==> src/rtl/cpu_ctrl_pkg.sv <==
// Shared control-path definitions for the 5-stage RISC-V core: sequencer
// states, decoder opcodes, register-index width and the hazard control bundle.
package cpu_ctrl_pkg;

   localparam int unsigned REG_W = 5;
   localparam int unsigned OPC_W = 7;

   // Sequencer states
   typedef logic [1:0] state_t;
   localparam state_t ST_IDLE     = 2'd0;
   localparam state_t ST_RUN      = 2'd1;
   localparam state_t ST_MEM_WAIT = 2'd2;
   localparam state_t ST_ERR      = 2'd3;

   // Opcodes shared with the main control decoder
   localparam logic [OPC_W-1:0] OP_R   = 7'b0110011;
   localparam logic [OPC_W-1:0] OP_I   = 7'b0010011;
   localparam logic [OPC_W-1:0] OP_LW  = 7'b0000011;
   localparam logic [OPC_W-1:0] OP_SW  = 7'b0100011;
   localparam logic [OPC_W-1:0] OP_BEQ = 7'b1100011;

   // Pipeline steering bundle driven by the sequencer
   typedef struct packed {
      logic pc_write;
      logic ifid_write;
      logic noop;
      logic flush;
      logic freeze;
   } ctrl_t;

   localparam ctrl_t CTRL_HALT   = '{pc_write: 1'b0, ifid_write: 1'b0, noop: 1'b1, flush: 1'b0, freeze: 1'b1};
   localparam ctrl_t CTRL_FREEZE = '{pc_write: 1'b0, ifid_write: 1'b0, noop: 1'b0, flush: 1'b0, freeze: 1'b1};
   localparam ctrl_t CTRL_BUBBLE = '{pc_write: 1'b0, ifid_write: 1'b0, noop: 1'b1, flush: 1'b0, freeze: 1'b0};
   localparam ctrl_t CTRL_FLUSH  = '{pc_write: 1'b1, ifid_write: 1'b1, noop: 1'b0, flush: 1'b1, freeze: 1'b0};
   localparam ctrl_t CTRL_FLOW   = '{pc_write: 1'b1, ifid_write: 1'b1, noop: 1'b0, flush: 1'b0, freeze: 1'b0};

   // Flowing-pipeline priority: a load-use bubble wins over a taken-branch flush
   function automatic ctrl_t run_ctrl(input logic lu, input logic branch_taken);
      run_ctrl = CTRL_FLOW;
      if (lu) begin
         run_ctrl = CTRL_BUBBLE;
      end else if (branch_taken) begin
         run_ctrl = CTRL_FLUSH;
      end
   endfunction

endpackage

==> src/rtl/load_use_detect.sv <==
// Load-use comparator: the load in EX writes a register the ID instruction reads.
module load_use_detect
   import cpu_ctrl_pkg::*;
(
   input  logic             idex_mem_read_i,
   input  logic [REG_W-1:0] idex_rd_i,
   input  logic [REG_W-1:0] ifid_rs1_i,
   input  logic [REG_W-1:0] ifid_rs2_i,
   output logic             lu_c_o
);

   logic rd_nz;
   logic rd_hit;

   // x0 is never a real dependency
   assign rd_nz  = (idex_rd_i != REG_W'(0));
   assign rd_hit = (idex_rd_i == ifid_rs1_i) || (idex_rd_i == ifid_rs2_i);
   assign lu_c_o = idex_mem_read_i & rd_nz & rd_hit;

endmodule

==> src/rtl/pipe_hazard_sequencer.sv <==
// Stall/flush/freeze sequencer for the 5-stage core with memory-wait watchdog.
// Optional performance counters are built when HAZARD_PERF_EN is defined.
module pipe_hazard_sequencer
   import cpu_ctrl_pkg::*;
#(
   parameter int unsigned TIMEOUT = 255,
   parameter int unsigned CNT_W   = 8
`ifdef HAZARD_PERF_EN
   ,
   parameter int unsigned PERF_W  = 32
`endif
) (
   input  logic             clk_i,
   input  logic             rst_i,
   input  logic             start_i,
   input  logic             IDEX_MemRead_i,
   input  logic [REG_W-1:0] IDEX_rd_i,
   input  logic [REG_W-1:0] IFID_rs1_i,
   input  logic [REG_W-1:0] IFID_rs2_i,
   input  logic             branch_taken_i,
   input  logic             mem_req_i,
   input  logic             mem_ack_i,
   output logic             PCWrite_o,
   output logic             IFIDWrite_o,
   output logic             NoOp_o,
   output logic             Flush_o,
   output logic             Freeze_o,
   output logic             mem_err_o
`ifdef HAZARD_PERF_EN
   ,
   output logic [PERF_W-1:0] stall_cnt_o,
   output logic [PERF_W-1:0] bubble_cnt_o,
   output logic [PERF_W-1:0] flush_cnt_o
`endif
);

   localparam logic [CNT_W-1:0] CNT_TIMEOUT = CNT_W'(TIMEOUT);
   localparam logic [CNT_W-1:0] CNT_MAX     = '1;

   state_t           state_q, state_d;
   logic [CNT_W-1:0] cnt_q, cnt_d;
   ctrl_t            ctrl_c;
   logic             lu_c;

   load_use_detect u_load_use_detect (
      .idex_mem_read_i (IDEX_MemRead_i),
      .idex_rd_i       (IDEX_rd_i),
      .ifid_rs1_i      (IFID_rs1_i),
      .ifid_rs2_i      (IFID_rs2_i),
      .lu_c_o          (lu_c)
   );

   // State and wait-counter register
   always_ff @(posedge clk_i or negedge rst_i) begin
      if (!rst_i) begin
         state_q <= ST_IDLE;
         cnt_q   <= '0;
      end else begin
         state_q <= state_d;
         cnt_q   <= cnt_d;
      end
   end

   // Next state, counter and pipeline steering
   always_comb begin
      state_d = state_q;
      cnt_d   = cnt_q;
      ctrl_c  = CTRL_HALT;
      case (state_q)
         ST_IDLE: begin
            if (start_i) begin
               state_d = ST_RUN;
            end
         end
         ST_RUN: begin
            if (mem_req_i && !mem_ack_i) begin
               ctrl_c  = CTRL_FREEZE;
               state_d = ST_MEM_WAIT;
               cnt_d   = CNT_W'(1);
            end else begin
               ctrl_c = run_ctrl(lu_c, branch_taken_i);
            end
         end
         ST_MEM_WAIT: begin
            if (mem_ack_i) begin
               // mem_req_i still describes the access just acked
               ctrl_c  = run_ctrl(lu_c, branch_taken_i);
               state_d = ST_RUN;
               cnt_d   = '0;
            end else begin
               ctrl_c = CTRL_FREEZE;
               if (cnt_q != CNT_MAX) begin
                  cnt_d = cnt_q + CNT_W'(1);
               end
               if (cnt_q == CNT_TIMEOUT) begin
                  state_d = ST_ERR;
               end
            end
         end
         ST_ERR: begin
            ctrl_c = CTRL_HALT;
         end
         default: begin
            state_d = ST_IDLE;
            cnt_d   = '0;
         end
      endcase
   end

   assign PCWrite_o   = ctrl_c.pc_write;
   assign IFIDWrite_o = ctrl_c.ifid_write;
   assign NoOp_o      = ctrl_c.noop;
   assign Flush_o     = ctrl_c.flush;
   assign Freeze_o    = ctrl_c.freeze;
   assign mem_err_o   = (state_q == ST_ERR);

`ifdef HAZARD_PERF_EN
   logic [PERF_W-1:0] stall_q, bubble_q, flush_q;
   logic              exec_c;

   // Only RUN/MEM_WAIT activity is real pipeline work
   assign exec_c = (state_q == ST_RUN) || (state_q == ST_MEM_WAIT);

   always_ff @(posedge clk_i or negedge rst_i) begin
      if (!rst_i) begin
         stall_q  <= '0;
         bubble_q <= '0;
         flush_q  <= '0;
      end else begin
         if (exec_c && ctrl_c.freeze) begin
            stall_q <= stall_q + PERF_W'(1);
         end
         if (exec_c && ctrl_c.noop) begin
            bubble_q <= bubble_q + PERF_W'(1);
         end
         if (exec_c && ctrl_c.flush) begin
            flush_q <= flush_q + PERF_W'(1);
         end
      end
   end

   assign stall_cnt_o  = stall_q;
   assign bubble_cnt_o = bubble_q;
   assign flush_cnt_o  = flush_q;
`endif

endmodule

==> config.mk <==
export PLATFORM = sky130hd
export DESIGN_NAME = pipe_hazard_sequencer
export DESIGN_NICKNAME = d
export VERILOG_FILES = /design/src/rtl/cpu_ctrl_pkg.sv /design/src/rtl/load_use_detect.sv /design/src/rtl/pipe_hazard_sequencer.sv
export SDC_FILE = /design/constraint.sdc
export NUM_CORES = 1
export LEC_CHECK = 0
export ABC_CLOCK_PERIOD_IN_PS = 1700
export CORE_UTILIZATION = 41
export DETAILED_ROUTE_END_ITERATION = 16
export HOLD_SLACK_MARGIN = 0.05
export PLACE_DENSITY = 0.83
export SKIP_LAST_GASP = 1
export SYNTH_ARGS = -nofsm -noshare
export SYNTH_HDL_FRONTEND = slang
export SYNTH_SLANG_ARGS = --single-unit
==> constraint.sdc <==
create_clock -name clk_i -period 1.7 [get_ports clk_i]
set_input_delay 0.34 -clock clk_i [delete_from_list [all_inputs] [get_ports clk_i]]
set_output_delay 0.34 -clock clk_i [all_outputs]
set_load 0.02 [all_outputs]
==> flow_summary.ini, run 1 <==
[cells_and_area]
nets = 194
fin_util = 0.846
final_cell_mix = 27 x buf_4, 16 x buf_6, 12 x dlygate4sd2_1
drive_above_1_share = 0.521
final_common_cell = buf_4
antennaDiodeCount = 0
synthToLayoutAreaGrowth_pct = 90.4

[yosys]
synth_top_cell_area_share = 0.281
synth_compound_area_frac = 0.176
ys_seq_area_frac = 0.281
synth_edf_count = 0
syn_inst = 98
ys_ff_latch = 10
synth_area_um2 = 890
synth-xor-area-share = 0.0985
ys.flop_type = dfrtp_1
postSynthAreaPerCell_um2 = 9.08
synth_cell_types = 35
synth_top_cell_by_area = dfrtp_1
ys_async_sr_fraction = 1.00
synth_top_family_by_area = simple AND/OR/NAND/NOR gates
synth.mux.area_fraction = 0.0619
syn_nets = 127
synth.area.top_cells = dfrtp_1 28%, ha_1 9.8%, xnor2_1 9.8%, mux2i_1 4.5%, a21oi_1 3.9%
synth_simple_gate_area_frac = 0.242
yosys_warnings = 0
synth_adder_area_share = 0.0985

[pwr]
switching_power_mw = 0.994
pwr-share-seq = 0.156
switching_share = 0.441
power_frac_comb = 0.771
internal-power_mw = 1.26
cellPowerDensity_nw_per_um2 = 1330
ir_drop_v = 0.00122
clkPwrFrac = 0.073
leakage_nw = 0.729

[clocking]
cts_hold_buf = 0
clkLatencyLatePin_ps = 270
cts_buffers = 3
cts_tree = built
cts.clk_slew.worst_paths_ps = 60
cts_sinks = 10
htree_levels = 1
cts_buffer_depth = 2
cts_root_buf = clkbuf_4

[timing]
fmax_mhz = 516
skew_ps = 3.80
grt_setup_unrepaired = yes
period_needed_ps = 1940
period_share = 1.14
worstMarginPinSlew_ps = 490
setup_ws_ps = -238
hold_viol_final = 0
setup-violations-final = 15
slew_headroom = 0.672
maxSlewViolCount = 0
fin_hold_ws_ps = 396

[outcome]
status = finished, violations left
violations = negative setup slack

[critical_path]
crit_required_ps = 1360
worstSetupPathType = reg2out
endpoint_kind = primary output
cp.arrival_ps = 1600
start_kind = register
worstPathMaxFanout = 3

[floorplan]
die_w_um = 48.6
die-area_um2 = 2360
initial_utilization = 0.444
ioPinCount = 28
design.core.area_um2 = 2000
rows = 16
die_height_um = 48.6

[placement]
port_buffers = 27
globalplace.congestion = 0.861
hpwlAfterDp_um = 1870
pre_cts_ws_ps = -941

[grt]
antenna_found_initial = 0
grt_pass1_wl_um = 4930
grt_max_degree = 11
track_usage = 0.276
grt-ovfl-total = 0
grt_pass1_vias = 1132

[run]
maxCapViolCount = 0

[drt]
viasPerCell = 6.00
firstDrtPassIters = 4
final_antenna_net_count = 0
initialDrtViolationCount = 48
drc = 0
vias = 1140
totalWireLength_um = 4130
wl_per_cell_um = 21.7

[worst_hold_path]
min_path_type = in2async
state kept, by name, summed over array words and instances (netlist names):
| name | count |
|---|---|
| cnt_q | 8 |
| state_q | 2 |
timing repair:
item,4_1_cts,5_1_grt
endpoints found under the setup margin,13,15
buffers inserted,9,5
pin swaps,28,7
resized for setup,85,24
kinds of logic after synthesis:
logic type | after synthesis
and+or+nand+nor | 34
AOI/OAI and AO/OA | 24
xor gates and xnor gates | 10
DFF | 10
buffers and inverters | 8
adders and majority gates | 7
muxes | 5
path summary, 6_finish.rpt:
path	start	to	slack, ps	cells after the start
worst max-delay path	state_q[0]	Flush_o	-240	7
worst min-delay path	rst_i	cnt_q[4]	400	1
worst max register to register	state_q[0]	cnt_q[5]	-230	7
worst min register to register	cnt_q[7]	cnt_q[7]	620	2
max in group asynchronous	rst_i	cnt_q[0]	970	1
min in group clk_i	cnt_q[7]	cnt_q[7]	620	2
cell usage after synthesis (2+ instances only):
cell / instances
buf_4: 2
nand3_1: 5
nand2_1: 9
or3_1: 2
o31ai_1: 4
dfrtp_1: 10
a21oi_1: 7
nor2_1: 2
ha_1: 7
xnor2_1: 10
mux2i_1: 4
o21ai_0: 5
or2_1: 2
or4_1: 3
inv_1: 6
critical path, stage by stage (launching register included):
cell and delay (ps):
dfrtp_1 420, buf_6 130, ha_4 140, inv_4 50, o21ai_4 210, nand3_2 110
a21oi_2 120, buf_4 150
per-stage QoR:
step / TNS [ps] / cells / total power, mW / cell area, µm²
after floorplan: -186 / 98 / 0.949 / 903
after global placement: -6270 / 173 / 1.40 / 1370
after detailed placement: -6980 / 173 / 1.44 / 1370
after CTS: -825 / 185 / 1.88 / 1570
after global routing: -2790 / 190 / 2.33 / 1690
final: -2410 / 190 / 2.25 / 1690
power groups by stage:
stage          logic [mW]  clock network (mW)  registers (mW)
6_report             1.74               0.166           0.351
5_1_grt              1.80               0.175           0.355
4_1_cts              1.38               0.162           0.336
3_5_place_dp         1.11                   0           0.334
3_3_place_gp         1.07                   0           0.330
2_1_floorplan       0.613                   0           0.336
per-layer routing:
metal / vias to the layer above / track usage / part of all wire
met2: 82 / 0.535 / 0.53
met1: 548 / 0.283 / 0.36
li1: 489 / - / -
met4: 0 / 0.0980 / 0.041
met3: 21 / 0.0692 / 0.070
met5: - / 0 / 0
area by class of cell:
| type | instances | area (µm²) |
|---|---|---|
| inverter | 6 | 25.0 |
| fill | 87 | 308 |
| clock buffer | 3 | 22.5 |
| sequential | 10 | 250 |
| multi-input combinational | 80 | 800 |
| tap | 27 | 33.8 |
| timing repair buffer | 64 | 563 |
No activity file was read; power rests on OpenSTA's default activity.
==> run 2, diff against run 1 <==
Settings changed: ABC_CLOCK_PERIOD_IN_PS 1700 to 2300, CORE_UTILIZATION 41 to 49, PLACE_DENSITY 0.83 to 0.92.
Clock period 1.7 ns to 2.3 ns, I/O delays scaled along.
==> flow_summary.ini, run 2 (synthesized netlist as in run 1, its figures left out) <==
[timing]
fmax_mhz = 441
setup-violations-final = 0
hold_viol_final = 0
worstMarginPinSlew_ps = 479
maxSlewViolCount = 0
period_share = 0.986
skew_ps = 11.0
grt_setup_unrepaired = no
period_needed_ps = 2270
tns_ps = 0
fin_hold_ws_ps = 488
slew_headroom = 0.672

[floorplan]
design.core.area_um2 = 1710
ioPinCount = 28
die-area_um2 = 1990
rows = 15
die_w_um = 44.6
die_height_um = 44.6
initial_utilization = 0.521

[critical_path]
worstSetupPathType = in2out
endpoint = NoOp_o
cp.depth = 5
crit_required_ps = 1840
r2r-start = state_q[1]
r2r_cells = 7
crit_slowest_cell = or4_1
endpoint_kind = primary output
cp_top_family = simple AND/OR/NAND/NOR gates
start_kind = primary input
rrSetupSlack_ps = 450
r2r-end = cnt_q[2]
cp.arrival_ps = 1810
crit_buf_inv = 2
max_stage_delay_ps = 530
critical_path.cell_chain = dlygate4sd2_1, or4_1, o21a_1, a31o_1, buf_6
worstPathMaxFanout = 3
crit_start = IDEX_rd_i[3]

[grt]
grt_max_degree = 11
grt-ovfl-total = 0
grt_pass1_wl_um = 3650
antenna_found_initial = 0
grt_pass1_vias = 900
track_usage = 0.258

[pwr]
clkPwrFrac = 0.106
leakage_nw = 0.574
ir_drop_v = 0.000598
pwr-share-seq = 0.221
power_frac_comb = 0.673
power_mw = 1.11
cellPowerDensity_nw_per_um2 = 848
switching_power_mw = 0.477
internal-power_mw = 0.637
switching_share = 0.429

[run]
maxCapViolCount = 0

[cells_and_area]
drive_above_1_share = 0.232
multi_input_comb_area_um2 = 612
nFillCells = 108
synthToLayoutAreaGrowth_pct = 47.7
final_cell_mix = 18 x clkdlybuf4s50_1, 18 x buf_4, 10 x xnor2_1, 10 x dfrtp_1, 9 x nand2_1
nets = 173
final_area_um2 = 1310
largestRegisters = cnt_q (8), state_q (2)
seq_area_um2 = 250
antennaDiodeCount = 0
final_cells = 167
largest_register_ffs = 8
top_register = cnt_q

[clocking]
cts_root_buf = clkbuf_4
cts.clk_slew.worst_paths_ps = 60
cts_buffers = 3
cts_tree = built
cts_sinks = 10
cts_buffer_depth = 2
clkLatencyLatePin_ps = 270
htree_levels = 1
cts_hold_buf = 0

[drt]
firstDrtPassIters = 4
vias = 928
totalWireLength_um = 2270
viasPerCell = 5.56
drc = 0
wl_per_cell_um = 13.6
initialDrtViolationCount = 20
final_antenna_net_count = 0

[worst_hold_path]
min_path_type = in2async

[placement]
hpwlAfterDp_um = 1920
port_buffers = 27
placedCellCount = 164
globalplace.congestion = 0.835
postPlaceCellArea_um2 = 1300

[outcome]
status = finished, final reports clean
-- run 2: changes by cell type in the layout (fill, tap and decap cells not counted), sizes merged --
cell / delta
buf: -25
clkbuf: -1
clkdlybuf4s15: -1
clkdlybuf4s50: +13
dlygate4sd2: -7
-- run 2: routing by layer --
| metal | part of all wire | GRT usage | routed length [µm] | vias to the layer above |
|---|---|---|---|---|
| li1 | - | - | - | 449 |
| met1 | 0.37 | 0.248 | 828 | 435 |
| met2 | 0.56 | 0.488 | 1260 | 34 |
| met3 | 0.053 | 0.0857 | 120 | 10 |
| met4 | 0.026 | 0.115 | 58 | 0 |
| met5 | 0 | 0 | 0 | - |
-- run 2: cell type report --
cell class,count,area share
Multi-Input combinational cell,80,0.466
Timing Repair Buffer,43,0.286
Sequential cell,10,0.190
Tap cell,25,0.0238
Clock buffer,3,0.0171
Inverter,6,0.0171
-- run 2: how the worst min path moves through the flow --
stage / start / to / slack [ps] / depth (start not counted)
after floorplan: rst_i / cnt_q[0] / 160 / 0
after global placement: cnt_q[6] / cnt_q[6] / 510 / 1
after detailed placement: cnt_q[6] / cnt_q[6] / 530 / 1
after CTS: rst_i / cnt_q[4] / 500 / 1
after global routing: rst_i / cnt_q[4] / 530 / 1
final: rst_i / cnt_q[5] / 490 / 1
-- run 2: power by group through the flow --
stage	registers (mW)	logic (mW)	clock network, mW
4_1_cts	0.245	0.748	0.120
6_report	0.246	0.750	0.118
3_3_place_gp	0.245	0.726	0
3_5_place_dp	0.248	0.761	0
5_1_grt	0.250	0.810	0.131
2_1_floorplan	0.248	0.435	0
-- run 2: per-stage QoR --
step	setup slack (ps)	utilization
floorplan	35.2	-
global placement	-573	0.759
detailed placement	-603	0.759
CTS	14.4	0.766
global route	0.863	0.769
finish	33.3	0.769
-- run 2: timing repair --
action                     4_1_cts  5_1_grt
pin swaps                        3        4
hold endpoints to repair         0        0
resized for setup               26        2
setup endpoints to repair        5        4
buffers inserted                 0        0
-- run 2: worst reg2reg max path, stage by stage (launching register included) --
cell,delay [ps]
dfrtp_1,380
buf_4,150
ha_1,200
buf_4,160
mux2i_1,380
buf_4,220
o31ai_1,80
a21oi_1,180
==> RTL edit 1: new RTL, settings of run 1 <==
The parameter `TIMEOUT` goes from 255 to 191.
--- a/src/rtl/pipe_hazard_sequencer.sv
+++ b/src/rtl/pipe_hazard_sequencer.sv
@@ -3,7 +3,7 @@
 module pipe_hazard_sequencer
    import cpu_ctrl_pkg::*;
 #(
-   parameter int unsigned TIMEOUT = 255,
+   parameter int unsigned TIMEOUT = 191,
    parameter int unsigned CNT_W   = 8
 `ifdef HAZARD_PERF_EN
    ,
Function: same outputs for any inputs over 10 cycles, from zero or initial values and one cycle with rst_i low; that may be too few to reach the edited logic, so the function may still have changed.
==> RTL edit 1 against run 1 <==
The flow still finishes with violations (setup timing). Sequential cell count is the same. Setup slack gained 5.0 ps. Count of clock-buffer cells in the layout is 1 higher. Total power decreased by 5.6%. Clock power up 9.6%. Wire length fell by 14%. Clock skew down 2.1 ps. Final area is 0.30% higher. Area after synthesis down 0.98%. Critical endpoint is now NoOp_o.
==> RTL edit 1: results (changes against run 1) <==
- The highest-delay cell along the critical path is sky130_fd_sc_hd__dfrtp_2 (was sky130_fd_sc_hd__dfrtp_1).
- The per-instance average area after synthesis was 8.99 um^2 (was 9.08 um^2).
- Met2 wire length: 1830 um (was 2170 um)
* Clock network share of area: 1.55% (was 1.33%)
* Met1 Usage GRT: 30.3% (was 28.3%)
- Setup Skew: 1.75 ps (was 3.80 ps)
- The critical-path maximum fanout came to 4 (was 3).
* Number of cells traversed by the worst register-to-register path: 8 (was 7)
* First-pass GRT wire length: 4780 um (was 4930 um)
- The reg-to-reg startpoint was state_q[1]$_DFFE_PN0P_ (was state_q[0]$_DFFE_PN0P_).
* Worst hold slack: 377 ps (was 396 ps)
- The worst flop-to-flop path endpoint is cnt_q[7]$_DFFE_PN0P_ (was cnt_q[5]$_DFFE_PN0P_).
- LEAKAGE: 0.764 nW (was 0.729 nW)
- The sequential cell area fraction in the yosys report was 28.4% (was 28.1%).
* Max IR drop VDD: 1.13 mV (was 1.22 mV)
- The standard cell area after detailed placement is 0.00140 mm^2 (was 0.00137 mm^2).
- The setup slack on the worst flop-to-flop path is -200 ps (was -230 ps).
- Worst slew pin tran: 454 ps (was 490 ps)
- The fraction of met2 tracks used by global routing is 48.4% (was 53.5%).
* Setup violations, final: 13 (was 15)
- Worst path top cell family by delay: compound AO/OA/AOI/OAI gates (was flip-flops)
- The clock network fraction of design power came to 8.5% (was 7.3%).
* Post-Place Worst Slack: -998 ps (was -941 ps)
- The non-clock buffer total of the final layout is 65 (was 64).
- The overall routed net length was 3540 um (was 4130 um).
* Average routed wire per standard cell: 18.5 um (was 21.7 um)
- The final sequential cell count is 10 (unchanged).
- The routed length on met3 is 184 um (was 287 um).
* Ys flop type: sky130_fd_sc_hd__dfrtp_1 (unchanged)
* Fraction of standard cell area in multi-input logic: 46.9% (was 47.2%)
- Failing checks: setup timing (unchanged)
- The layout overhead on the synthesized area is 92.9% (was 90.4%).
- M1 wire length: 1420 um (was 1500 um)
- # Post-CTS Setup Buffers: 6 (was 9)
* Vias in the first global route: 1050 (was 1132)
* Power per cell area: 1250 mW/mm^2 (was 1330 mW/mm^2)
* CTS-repair resized insts: 82 (was 85)
- Non-Clock Inverter Count: 5 (was 6)
* Total area of sequential cells: 253 um^2 (was 250 um^2)
- The final HPWL from detailed placement was 2000 um (was 1870 um).
- The aggregate global-route resource usage is 26.4% (was 27.6%).
* PnR worst setup slack: -233 ps (was -238 ps)
- The proportion of layout cells with a drive suffix above 1 came to 53.0% (was 52.1%).
- Final setup TNS: -1970 ps (was -2410 ps)
- The non-clock buffer area fraction after layout was 33.3% (was 33.2%).
* Outcome: complete, but fails checks (unchanged)
* Count of clock buffers in the final design: 4 (was 3)
- Met3 Track Usage GR: 3.14% (was 6.92%)
* Synth top area cells: sky130_fd_sc_hd__dfrtp_1 (28%), sky130_fd_sc_hd__ha_1 (9.9%), sky130_fd_sc_hd__xnor2_1 (9.9%) (was sky130_fd_sc_hd__dfrtp_1 (28%), sky130_fd_sc_hd__ha_1 (9.8%), sky130_fd_sc_hd__xnor2_1 (9.8%))
- Filler instances: 101 (was 87)
## RTL edit 1: worst max-delay path by stage
| stage | start | depth (start not counted) | endpoint |
|---|---|---|---|
| 2_1_floorplan | IDEX_rd_i[1] | 3 | Flush_o |
| 3_3_place_gp | IDEX_rd_i[1] | 5 | NoOp_o |
| 3_5_place_dp | IDEX_rd_i[2] | 5 | Flush_o |
| 4_1_cts | IDEX_rd_i[1] | 5 | NoOp_o |
| 5_1_grt | state_q[1]$_DFFE_PN0P_ | 8 | cnt_q[7]$_DFFE_PN0P_ |
| 6_report | state_q[0]$_DFFE_PN0P_ | 5 | NoOp_o |
## RTL edit 1: cells by family (layout without fill, tap and decap cells)
group,after synthesis,count (layout),share of synthesized area [%]
simple gates,32,32,20.6
compound gates,28,28,23.4
xor+xnor,10,10,9.94
flops,10,10,28.4
buf+inv,8,74,4.12
fa+ha+maj,7,7,9.94
mux,3,3,3.55
==> RTL edit 2: new RTL, config.mk and constraints of run 1 <==
Made on the original files. Register the output `mem_err_o`; this adds one clock of latency there. The other outputs are not delayed to match.
--- a/src/rtl/pipe_hazard_sequencer.sv
+++ b/src/rtl/pipe_hazard_sequencer.sv
@@ -112,7 +112,9 @@
    assign NoOp_o      = ctrl_c.noop;
    assign Flush_o     = ctrl_c.flush;
    assign Freeze_o    = ctrl_c.freeze;
-   assign mem_err_o   = (state_q == ST_ERR);
+   always_ff @(posedge clk_i) begin
+      mem_err_o <= (state_q == ST_ERR);
+   end
 
 `ifdef HAZARD_PERF_EN
    logic [PERF_W-1:0] stall_q, bubble_q, flush_q;
Behaviour: no difference found for any inputs over 10 cycles, from zero or initial values and one cycle with rst_i low; that may be too few to reach the edited logic, so the function may still have changed.
==> RTL edit 2 against run 1 <==
Area after synthesis down 0.28%. Wire length shrank 34%. First-iteration DRC count decreased by 42%. Sequential cell count up 1. Clock power increased by 6%. The run still ends with setup timing left. Setup slack better by 59 ps. Final area decreased by 12%. Highest routed layer unchanged. Critical endpoint is now IFIDWrite_o. Total power fell by 16%. Critical path type unchanged.
==> RTL edit 2: results (changes against run 1) <==
* Outcome: complete, but fails checks (unchanged)
- Failing checks: setup timing (unchanged)
- Placer's final routability congestion estimate: 0.888 (was 0.861)
- The global-route met3 utilization was 3.46% (was 6.92%).
* Count of nets after finishing: 185 (was 194)
- Most frequent cells after synthesis: sky130_fd_sc_hd__dfrtp_1 (10), sky130_fd_sc_hd__xnor2_1 (10), sky130_fd_sc_hd__a21oi_1 (9) (was sky130_fd_sc_hd__dfrtp_1 (10), sky130_fd_sc_hd__xnor2_1 (10), sky130_fd_sc_hd__nand2_1 (9)).
- The worst flop-to-flop path endpoint is cnt_q[7]$_DFFE_PN0P_ (was cnt_q[5]$_DFFE_PN0P_).
- Synth top area cells: sky130_fd_sc_hd__dfrtp_1 (28%), sky130_fd_sc_hd__ha_1 (9.9%), sky130_fd_sc_hd__xnor2_1 (9.9%) (was sky130_fd_sc_hd__dfrtp_1 (28%), sky130_fd_sc_hd__ha_1 (9.8%), sky130_fd_sc_hd__xnor2_1 (9.8%)).
- Filler instances: 139 (was 87)
* LEAKAGE: 0.665 nW (was 0.729 nW)
- The minimum hold slack is 384 ps (was 396 ps).
- The final setup slack of the worst path was -179 ps (was -238 ps).
- The cell count after synthesis was 99 (was 98).
- Vias/cell: 5.45 (was 6.00)
- Setup violations, final: 11 (was 15)
- First-pass GRT wire length: 4100 um (was 4930 um)
* Worst slew pin tran: 451 ps (was 490 ps)
- The cell count after placement came to 172 (was 173).
- The count of routing violations after the opening detailed-route iteration is 28 (was 48).
- Internal reg-to-reg setup slack: -150 ps (was -230 ps)
- The average detailed-routed wire length per instance is 15.1 um (was 21.7 um).
- The standard cell area after detailed placement came to 0.00135 mm^2 (was 0.00137 mm^2).
- Routed vias: 992 (was 1140)
* Fraction of layout instances using a drive strength above 1: 38.1% (was 52.1%)
- The async set or reset register ratio after synthesis was 90.9% (was 100%).
- Met1 Usage GRT: 25.6% (was 28.3%)
RTL edit 2: what timing repair did:
item,CTS,global route
cloned,0,0
buffers inserted,3,3
setup endpoints to repair,12,11
gates resized for setup,67,17
pin swaps,24,8
RTL edit 2: kinds of logic (layout without fill, tap and decap cells):
family / after synthesis / in the layout / share of synthesized area, %
and+or+nand+nor: 34 / 34 / 22.0
AOI/OAI and AO/OA: 29 / 29 / 22.0
xor gates and xnor gates: 11 / 11 / 10.9
DFF: 11 / 11 / 30.5
adders and majority gates: 7 / 7 / 9.87
buffers and inverters: 5 / 61 / 2.54
muxes: 2 / 2 / 2.26
RTL edit 2: layout make-up:
class,count,share of cell area [%]
clock buffers,4,1.76
inverters,4,1.01
multi-input cells,83,45.8
flip-flops and latches,11,18.2
well taps,27,2.27
repair buffers,53,31.0
RTL edit 2: worst max path at each step:
stage          slack [ps]           to  cells after the start              startpoint
5_1_grt              -230  IFIDWrite_o                      5  state_q[1]$_DFFE_PN0P_
4_1_cts              -170       NoOp_o                      5  state_q[0]$_DFFE_PN0P_
6_report             -180  IFIDWrite_o                      5  state_q[1]$_DFFE_PN0P_
3_5_place_dp         -960      Flush_o                      5            IDEX_rd_i[3]
3_3_place_gp         -920      Flush_o                      5            IDEX_rd_i[3]
2_1_floorplan         -90      Flush_o                      3            IDEX_rd_i[1]
RTL edit 2: worst max-delay path, cell delays in order (launching register included):
cell                      delay [ps]
sky130_fd_sc_hd__dfrtp_1         430
sky130_fd_sc_hd__inv_2            90
sky130_fd_sc_hd__ha_2            380
sky130_fd_sc_hd__nand2_1          90
sky130_fd_sc_hd__a21oi_4         150
sky130_fd_sc_hd__buf_6           140
RTL edit 2: where the power goes:
part	internal [mW]	switching [mW]	total [mW]
logic	0.704	0.629	1.33
registers	0.320	0.0608	0.381
clock network	0.0908	0.0849	0.176
